## src/rtl/hier_pipe_pkg.sv

```systemverilog
// Shared types, sizes and helpers for the hierarchical_pipe responder.
// HIER_PIPE_ACTIVITY_EN (top level) enables the result toggle-activity counter.
package hier_pipe_pkg;

   localparam int OPERAND_W      = 4;
   localparam int CNT_W          = 16;
   localparam int DEF_FIFO_DEPTH = 2;

   typedef logic [OPERAND_W-1:0] operand_t;

   function automatic logic [CNT_W-1:0] popcount(input logic [CNT_W-1:0] v);
      logic [CNT_W-1:0] n;
      n = '0;
      for (int i = 0; i < CNT_W; i++) begin
         n = n + CNT_W'(v[i]);
      end
      return n;
   endfunction

endpackage

```

## src/rtl/hier_result_fifo.sv

```systemverilog
// Small first-word-fall-through result FIFO: the head entry is visible on dout
// the cycle after it is written. Pointers carry one extra wrap bit.
module hier_result_fifo
   import hier_pipe_pkg::*;
#(
   parameter int WIDTH = OPERAND_W,
   parameter int DEPTH = DEF_FIFO_DEPTH
) (
   input  logic             clk,
   input  logic             rst,
   input  logic             push,
   input  logic             pop,
   input  logic [WIDTH-1:0] din,
   output logic [WIDTH-1:0] dout,
   output logic             full,
   output logic             empty
);

   localparam int AW = $clog2(DEPTH);

   logic [AW:0]      wr_ptr_reg;
   logic [AW:0]      rd_ptr_reg;
   logic [WIDTH-1:0] mem_reg [DEPTH];

   // Entries are reset so the head reads 0 straight out of reset.
   for (genvar gi = 0; gi < DEPTH; gi++) begin : g_entry
      always_ff @(posedge clk or posedge rst) begin
         if (rst) begin
            mem_reg[gi] <= '0;
         end else if (push && (wr_ptr_reg[AW-1:0] == AW'(gi))) begin
            mem_reg[gi] <= din;
         end
      end
   end

   always_ff @(posedge clk or posedge rst) begin
      if (rst) begin
         wr_ptr_reg <= '0;
         rd_ptr_reg <= '0;
      end else begin
         if (push) wr_ptr_reg <= wr_ptr_reg + (AW+1)'(1);
         if (pop)  rd_ptr_reg <= rd_ptr_reg + (AW+1)'(1);
      end
   end

   assign full  = (wr_ptr_reg[AW] != rd_ptr_reg[AW]) &&
                  (wr_ptr_reg[AW-1:0] == rd_ptr_reg[AW-1:0]);
   assign empty = (wr_ptr_reg == rd_ptr_reg);
   assign dout  = mem_reg[rd_ptr_reg[AW-1:0]];

endmodule

```

## src/rtl/hierarchical_pipe.sv

```systemverilog
// Two-stage (a+b)*(c-d) responder with handshaked input and a result FIFO.
// Define HIER_PIPE_ACTIVITY_EN to build the result toggle-activity counter.
module hierarchical_pipe
   import hier_pipe_pkg::*;
#(
   parameter int WIDTH      = OPERAND_W,
   parameter int FIFO_DEPTH = DEF_FIFO_DEPTH
) (
   input  logic             clk,
   input  logic             rst,
   input  logic             in_valid,
   output logic             in_ready,
   input  logic [WIDTH-1:0] a,
   input  logic [WIDTH-1:0] b,
   input  logic [WIDTH-1:0] c,
   input  logic [WIDTH-1:0] d,
   output logic             out_valid,
   input  logic             out_ready,
   output logic [WIDTH-1:0] result,
   output logic [CNT_W-1:0] count,
   output logic [CNT_W-1:0] act_count
);

   logic               s1_valid_reg;
   logic               s2_valid_reg;
   logic [WIDTH-1:0]   sum_ab_reg;
   logic [WIDTH-1:0]   diff_cd_reg;
   logic [WIDTH-1:0]   prod_reg;
   logic [2*WIDTH-1:0] prod_full;
   logic [CNT_W-1:0]   count_reg;
   logic               fifo_full;
   logic               fifo_empty;
   logic               pop;
   logic               push;
   logic               space;
   logic               adv;
   logic               accept;

   // A pop in the same cycle frees a slot, so a full FIFO can still take a push.
   assign pop       = out_valid && out_ready;
   assign space     = !fifo_full || pop;
   assign adv       = !s2_valid_reg || space;
   assign push      = s2_valid_reg && space;
   assign in_ready  = !s1_valid_reg || adv;
   assign accept    = in_valid && in_ready;
   assign out_valid = !fifo_empty;
   assign prod_full = sum_ab_reg * diff_cd_reg;
   assign count     = count_reg;

   always_ff @(posedge clk or posedge rst) begin
      if (rst) begin
         s1_valid_reg <= 1'b0;
         s2_valid_reg <= 1'b0;
         sum_ab_reg   <= '0;
         diff_cd_reg  <= '0;
         prod_reg     <= '0;
         count_reg    <= '0;
      end else begin
         if (adv) begin
            s2_valid_reg <= s1_valid_reg;
            prod_reg     <= prod_full[WIDTH-1:0];
         end
         // S1 also refills when it is empty even though S2 is stalled.
         if (in_ready) begin
            s1_valid_reg <= in_valid;
            sum_ab_reg   <= a + b;
            diff_cd_reg  <= c - d;
         end
         if (accept) count_reg <= count_reg + CNT_W'(1);
      end
   end

   hier_result_fifo #(
      .WIDTH (WIDTH),
      .DEPTH (FIFO_DEPTH)
   ) u_fifo (
      .clk   (clk),
      .rst   (rst),
      .push  (push),
      .pop   (pop),
      .din   (prod_reg),
      .dout  (result),
      .full  (fifo_full),
      .empty (fifo_empty)
   );

`ifdef HIER_PIPE_ACTIVITY_EN
   logic [WIDTH-1:0] prev_reg;
   logic [CNT_W-1:0] act_reg;
   logic [CNT_W:0]   act_sum;

   assign act_sum   = {1'b0, act_reg} + {1'b0, popcount(CNT_W'(prod_reg ^ prev_reg))};
   assign act_count = act_reg;

   always_ff @(posedge clk or posedge rst) begin
      if (rst) begin
         prev_reg <= '0;
         act_reg  <= '0;
      end else if (push) begin
         prev_reg <= prod_reg;
         act_reg  <= act_sum[CNT_W] ? '1 : act_sum[CNT_W-1:0];
      end
   end
`else
   assign act_count = '0;
`endif

endmodule
```

## config.mk

```make
export PLATFORM = sky130hd
export DESIGN_NAME = hierarchical_pipe
export DESIGN_NICKNAME = d
export VERILOG_FILES = /design/src/rtl/hier_pipe_pkg.sv /design/src/rtl/hier_result_fifo.sv /design/src/rtl/hierarchical_pipe.sv
export SDC_FILE = /design/constraint.sdc
export NUM_CORES = 1
export LEC_CHECK = 0
export ABC_CLOCK_PERIOD_IN_PS = 2750
export BUFFER_PORTS_ARGS = -buffer_cell sky130_fd_sc_hd__buf_2
export CAP_MARGIN = 20
export CORE_UTILIZATION = 25
export DETAILED_ROUTE_END_ITERATION = 10
export PLACE_DENSITY = 0.52
export SETUP_SLACK_MARGIN = 0.05
export SLEW_MARGIN = 20
export SYNTH_ARGS = -nofsm -noshare
export SYNTH_HDL_FRONTEND = slang
export SYNTH_SLANG_ARGS = --single-unit
```

## constraint.sdc

```tcl
create_clock -name clk -period 2.75 [get_ports clk]
set_input_delay 0 -clock clk [delete_from_list [all_inputs] [get_ports clk]]
set_output_delay 0 -clock clk [all_outputs]
set_load 0.005 [all_outputs]
```

Yosys cells after proc, flatten, opt, wreduce, memory -nomap -nowiden:

Index checks and enable logic that the tools add are counted.
Widths: inputs -> output; s select.

* register bits: 42
* bits in latches: 0
* RAM bits: 0
* bits in read-only memories: 0
* input port bits: 20
* output and inout bits: 38
* logic and storage cells: 38
* memories: 0

* $add $sub $neg: 5
* multipliers: 1
* divide/modulo/power cells: 0
* order comparisons: 1
* eq/ne operators: 3
* shift operators: 0
* mux-type cells: 3
* bitwise gates (word level): 2
* reductions and logical operators: 13

Operator list (count)
* $add 16x1->16 const B: 1
* $mux 4: 3
* $logic_and 1x1->1: 6
* $add 2x1->2 const B: 2
* $add 4x4->4: 1
* $logic_not 1->1: 4
* $mul 4x4->4: 1
* $sub 4x4->4: 1
* $logic_or 1x1->1: 3
* $eq 2x2->1: 1
* $ge 2x2->1 const B: 1
* $not 1->2: 1
* $eq 1x1->1: 1
* $ne 1x1->1: 1
* $not 1->1: 1

Logic depth before layout (Yosys ltp):

* depth in word-level cells: 7
* mapped depth: 8
* depth with buffers taken out: 8

Hierarchy:

A second synthesis with hierarchy kept.

* cell total of the unflattened synthesis: 201
* area total of the unflattened synthesis: 2301.0 um^2

Modules (own cells, without submodules)
* hierarchical_pipe: times used 1, cells an instance 164, area an instance 1750.4 um^2
* hier_result_fifo: times used 1, cells an instance 37, area an instance 550.5 um^2

Worst setup path before layout:

No wires, ideal clock.

* kind: register -> register
* start point: register sum_ab_reg[0]
* end point: register prod_reg[3]
* arrival time: 1.940 ns
* path slack: 0.685 ns
* cell stages (with the launch flop): 9
* buffers on the path: 0
* period minus slack after synthesis: 2.065 ns
* cells stage by stage: dfrtp_1 and2_1 ha_1 ha_1 ha_1 xnor2_1 xnor2_1 xnor2_1 mux2_2

* longest elaborated chain between the ends: 1

RTL lines
* from (decl): RTL line hierarchical_pipe.sv:26 `logic [WIDTH-1:0] sum_ab_reg;`
* from (signal assigned): RTL line hierarchical_pipe.sv:66 `sum_ab_reg <= a + b;`
* $mul 4x4->4: RTL line hierarchical_pipe.sv:47 `assign prod_full = sum_ab_reg * diff_cd_reg;`
* to (signal assigned): RTL line hierarchical_pipe.sv:61 `prod_reg <= prod_full[WIDTH-1:0];`
* to (decl): RTL line hierarchical_pipe.sv:28 `logic [WIDTH-1:0] prod_reg;`

No other way between the ends.
A chain may end at the register's enable or synchronous reset.

Final worst setup path:

Same ends and word-level chain as after synthesis.

==> results.md <==
- Async SR Flop Fraction: between 90% and 100%
- Port bufs: between 40 and 50
- CTS tree: yes
- Filler instances: 930
- Total number of vias: 1480
- Fmax: 0.466 GHz
- Static leakage: 1.34 nW
- Final Max Slew Viols: 0
- Logic pwr share: 37.0%
- Total Routed Length: approximately 3900 um
- Setup Skew: 0.00508 ns
- Site Rows: 34
- Most used routing layer: met2
- Mean Syn Cell Area: 10.9 um^2
- Final HPWL DP: 2960 um
- Final critical-path required period: 2.14 ns
- Clk network pwr share: between 20 and 25%
- Adder-cell share of the synthesized area: 7.69%
- Initial antenna violation count: 0
- Antenna Cells: 0
- Setup-failing EPs final: 0
- Crit-path leading delay family: adder cells
- Met2 GRT Util: 13.3%
- Pwr/cell area: slightly below 900 nW/um^2
- Unrepaired setup endpoints after global routing: false
- Core Region: around 9000 um^2
- Peak VDD IR: 285 uV
- Largest net degree at the start of global routing: between 40 and 50
- Maxcap violations: 0
- Layout cell share with drive strength beyond 1: 28.2%
- Post-synthesis mux area share: under 10%
- Clock Sink Count: between 40 and 50
- Register area share after synthesis: 45.5%
- Outcome: finished, violations left
- Total gr overflow: 0
- Register share of total power: 42.9%
- Nets@finish: 291
- Failing checks: design-rule violations
- Area contributors post-synth: dfrtp_1, mux2_2, xnor2_1
- Die X: between 90 and 100 um
- Post-Synth Simple-Gate Area: ~15%
- DRC: 3
- Cell taking the most area after synthesis: dfrtp_1
- Number of vias per cell: slightly above 4
- Post-layout util: 30.4%
- Fin Hold WS: 0.00957 ns
- Grt met1 use: 11.9%
- Starting Density: between 20% and 30%
- Vias in the first global route: 1424
- GPL Wtd Cong: 0.738
- Area of placed instances: 2550 um^2
- Largest register FFs: 16
- Total number of H-tree levels: 2
- Area delta synth->final: 16.6%
- Tightest Hold Check Type: input port to flop
- Yosys reg bits: 42
- Critical path class: flop to flop
- EDFF count, synth: 0
- XOR/XNOR share of the synthesized area: 12.1%
- Cell with the most instances after synthesis: dfrtp_1
- Die Y: 98.1 um
- Worst slew pin tran: 0.536 ns
- I/O pin total: 58
- Die footprint: 9630 um^2
- Synth top cells by count: dfrtp_1, nand2_1, xnor2_1
- Worst setup EP type: flop
- Post-route antenna net violation count: 0
- Worst EP required: 2.93 ns
- Starting DRC count in detailed routing: 31
- GRT Total Usage: 8.77%
- Crit path buffers/inverters: 0
- Post-route cell area: around 2700 um^2
- Relative max-transition margin: 64.2%
- Max Root-Sink Buffers: 2
- Clk root buf: clkbuf_8
- Distinct cell type count after synthesis: 34
- Final Hold Vio Count: 0
- Clock Latency Late Sink: 0.29 ns
- First-pass GRT wire length: 6770 um
- Crit-path slowest cell: dfrtp_1
- Tcrit/Tclk final: 78.0%
- Synth top area share: 45.5%
- Worst-path clk slew: 0.08 ns
- Setup TNS: 0 ns
- Cts bufs inserted: 5
- Crit path largest cell delay: 0.42 ns
- First-pass DRT Iterations: 7
- Max FO, Critical Path: 5
- Grt met3 use: 3.01%
- Switching power: around 0.0008 W
- Main combinational cell family by area after synthesis: simple AND/OR/NAND/NOR gates
- Synth Warn #: 0
- Switch share: 33.1%
- Synth Cell Area: 2310 um^2
- Crit start category: flop
- Critical path arrival: 2.33 ns
- Synth Flop Type: dfrtp_1
- Mapped Cells: 211
- Cell internal pwr: around 0.0016 W
- Critical-path cell list: and2_1 -> ha_1 -> ha_1 -> ha_1 -> xnor2_1 -> xnor2_1 -> xnor2_1 -> mux2_2
- Synth Area in Compound Gates: 3.58%
- Routed wire per std cell: around 11 um
==> tightest hold or removal path, delay by kind of cell <==
| kind | cells | cell delay (ns) |
|---|---|---|
| XOR/XNOR | 1 | 0.06 |
| buffers and inverters | 1 | 0.14 |
| AND/OR/NAND/NOR | 1 | 0.07 |
==> final timing paths <==
| check | start | to | slack, ns | cells after the start |
|---|---|---|---|---|
| max in group asynchronous | rst | diff_cd_reg[2]$_DFFE_PP0P_ | 1.99 | 4 |
| setup reg to reg | sum_ab_reg[0]$_DFFE_PP0P_ | prod_reg[3]$_DFFE_PP0P_ | 0.61 | 8 |
| hold reg to reg | s1_valid_reg$_DFFE_PP0P_ | s2_valid_reg$_DFFE_PP0P_ | 0.46 | 1 |
| setup / recovery | sum_ab_reg[0]$_DFFE_PP0P_ | prod_reg[3]$_DFFE_PP0P_ | 0.61 | 8 |
| min in group asynchronous | rst | count[4]$_DFFE_PP0P_ | 0.37 | 4 |
| hold / removal | out_ready | u_fifo.rd_ptr_reg[0]$_DFFE_PP0P_ | 0.01 | 3 |
==> layout make-up <==
class                           instances  area [um^2]  area share (%)
Clock buffer                            5         68.8            2.55
Clock inverter                          3         40.0            1.49
Inverter                               11         41.3            1.53
Multi-Input combinational cell        153         1110            41.4
Sequential cell                        42         1050            39.0
Tap cell                              108          135            5.02
Timing Repair Buffer                   45          243            9.01
==> through the flow <==
stage                     setup WS (ns)  total power [W]  std cells
after floorplan                   0.685          0.00169        226
after global placement            0.627          0.00190        356
after detailed placement          0.608          0.00191        356
after CTS                         0.598          0.00241        367
after global routing              0.464          0.00256        367
final                             0.606          0.00236        367
==> power groups by stage <==
stage	Clock, W	Combinational [W]	Sequential [W]
3_5_place_dp	0	0.000882	0.00103
3_3_place_gp	0	0.000877	0.00102
5_1_grt	0.000520	0.000991	0.00105
6_report	0.000476	0.000874	0.00101
4_1_cts	0.000493	0.000894	0.00102
2_1_floorplan	0	0.000716	0.000978
==> cells by family after synthesis <==
logic type | count (synthesis)
XOR/XNOR | 32
multiplexers | 15
flip-flops | 42
AO/OA/AOI/OAI | 14
adder cells (fa/ha/maj) | 13
other | 1
AND/OR/NAND/NOR | 63
buffers and inverters | 31
==> cell usage in the layout (no fill, tap or decap), types with 6 or more instances in the layout <==
cell	netlist	layout
nand2_1	23	23
nor2_1	9	9
a21oi_1	6	6
inv_1	11	11
xor2_1	15	15
xnor2_1	17	17
dfrtp_1	42	42
ha_1	11	11
nand3_1	7	7
buf_2	1	41
mux2_2	15	15
conb_1	1	16
==> routing by layer <==
metal	wire length (um)	part of all wire, %	vias to the layer above
met3	180	4.6	6
met4	47	1.2	0
met1	1910	49	690
li1	-	-	751
met2	1740	45	33
met5	0	0	-
==> timing repair <==
item,4_1_cts,5_1_grt
resized for setup,0,0
hold buffers,3,0
endpoints found under the hold margin,44,0
buffers inserted,0,0
Power figures use the tool's default switching activity.
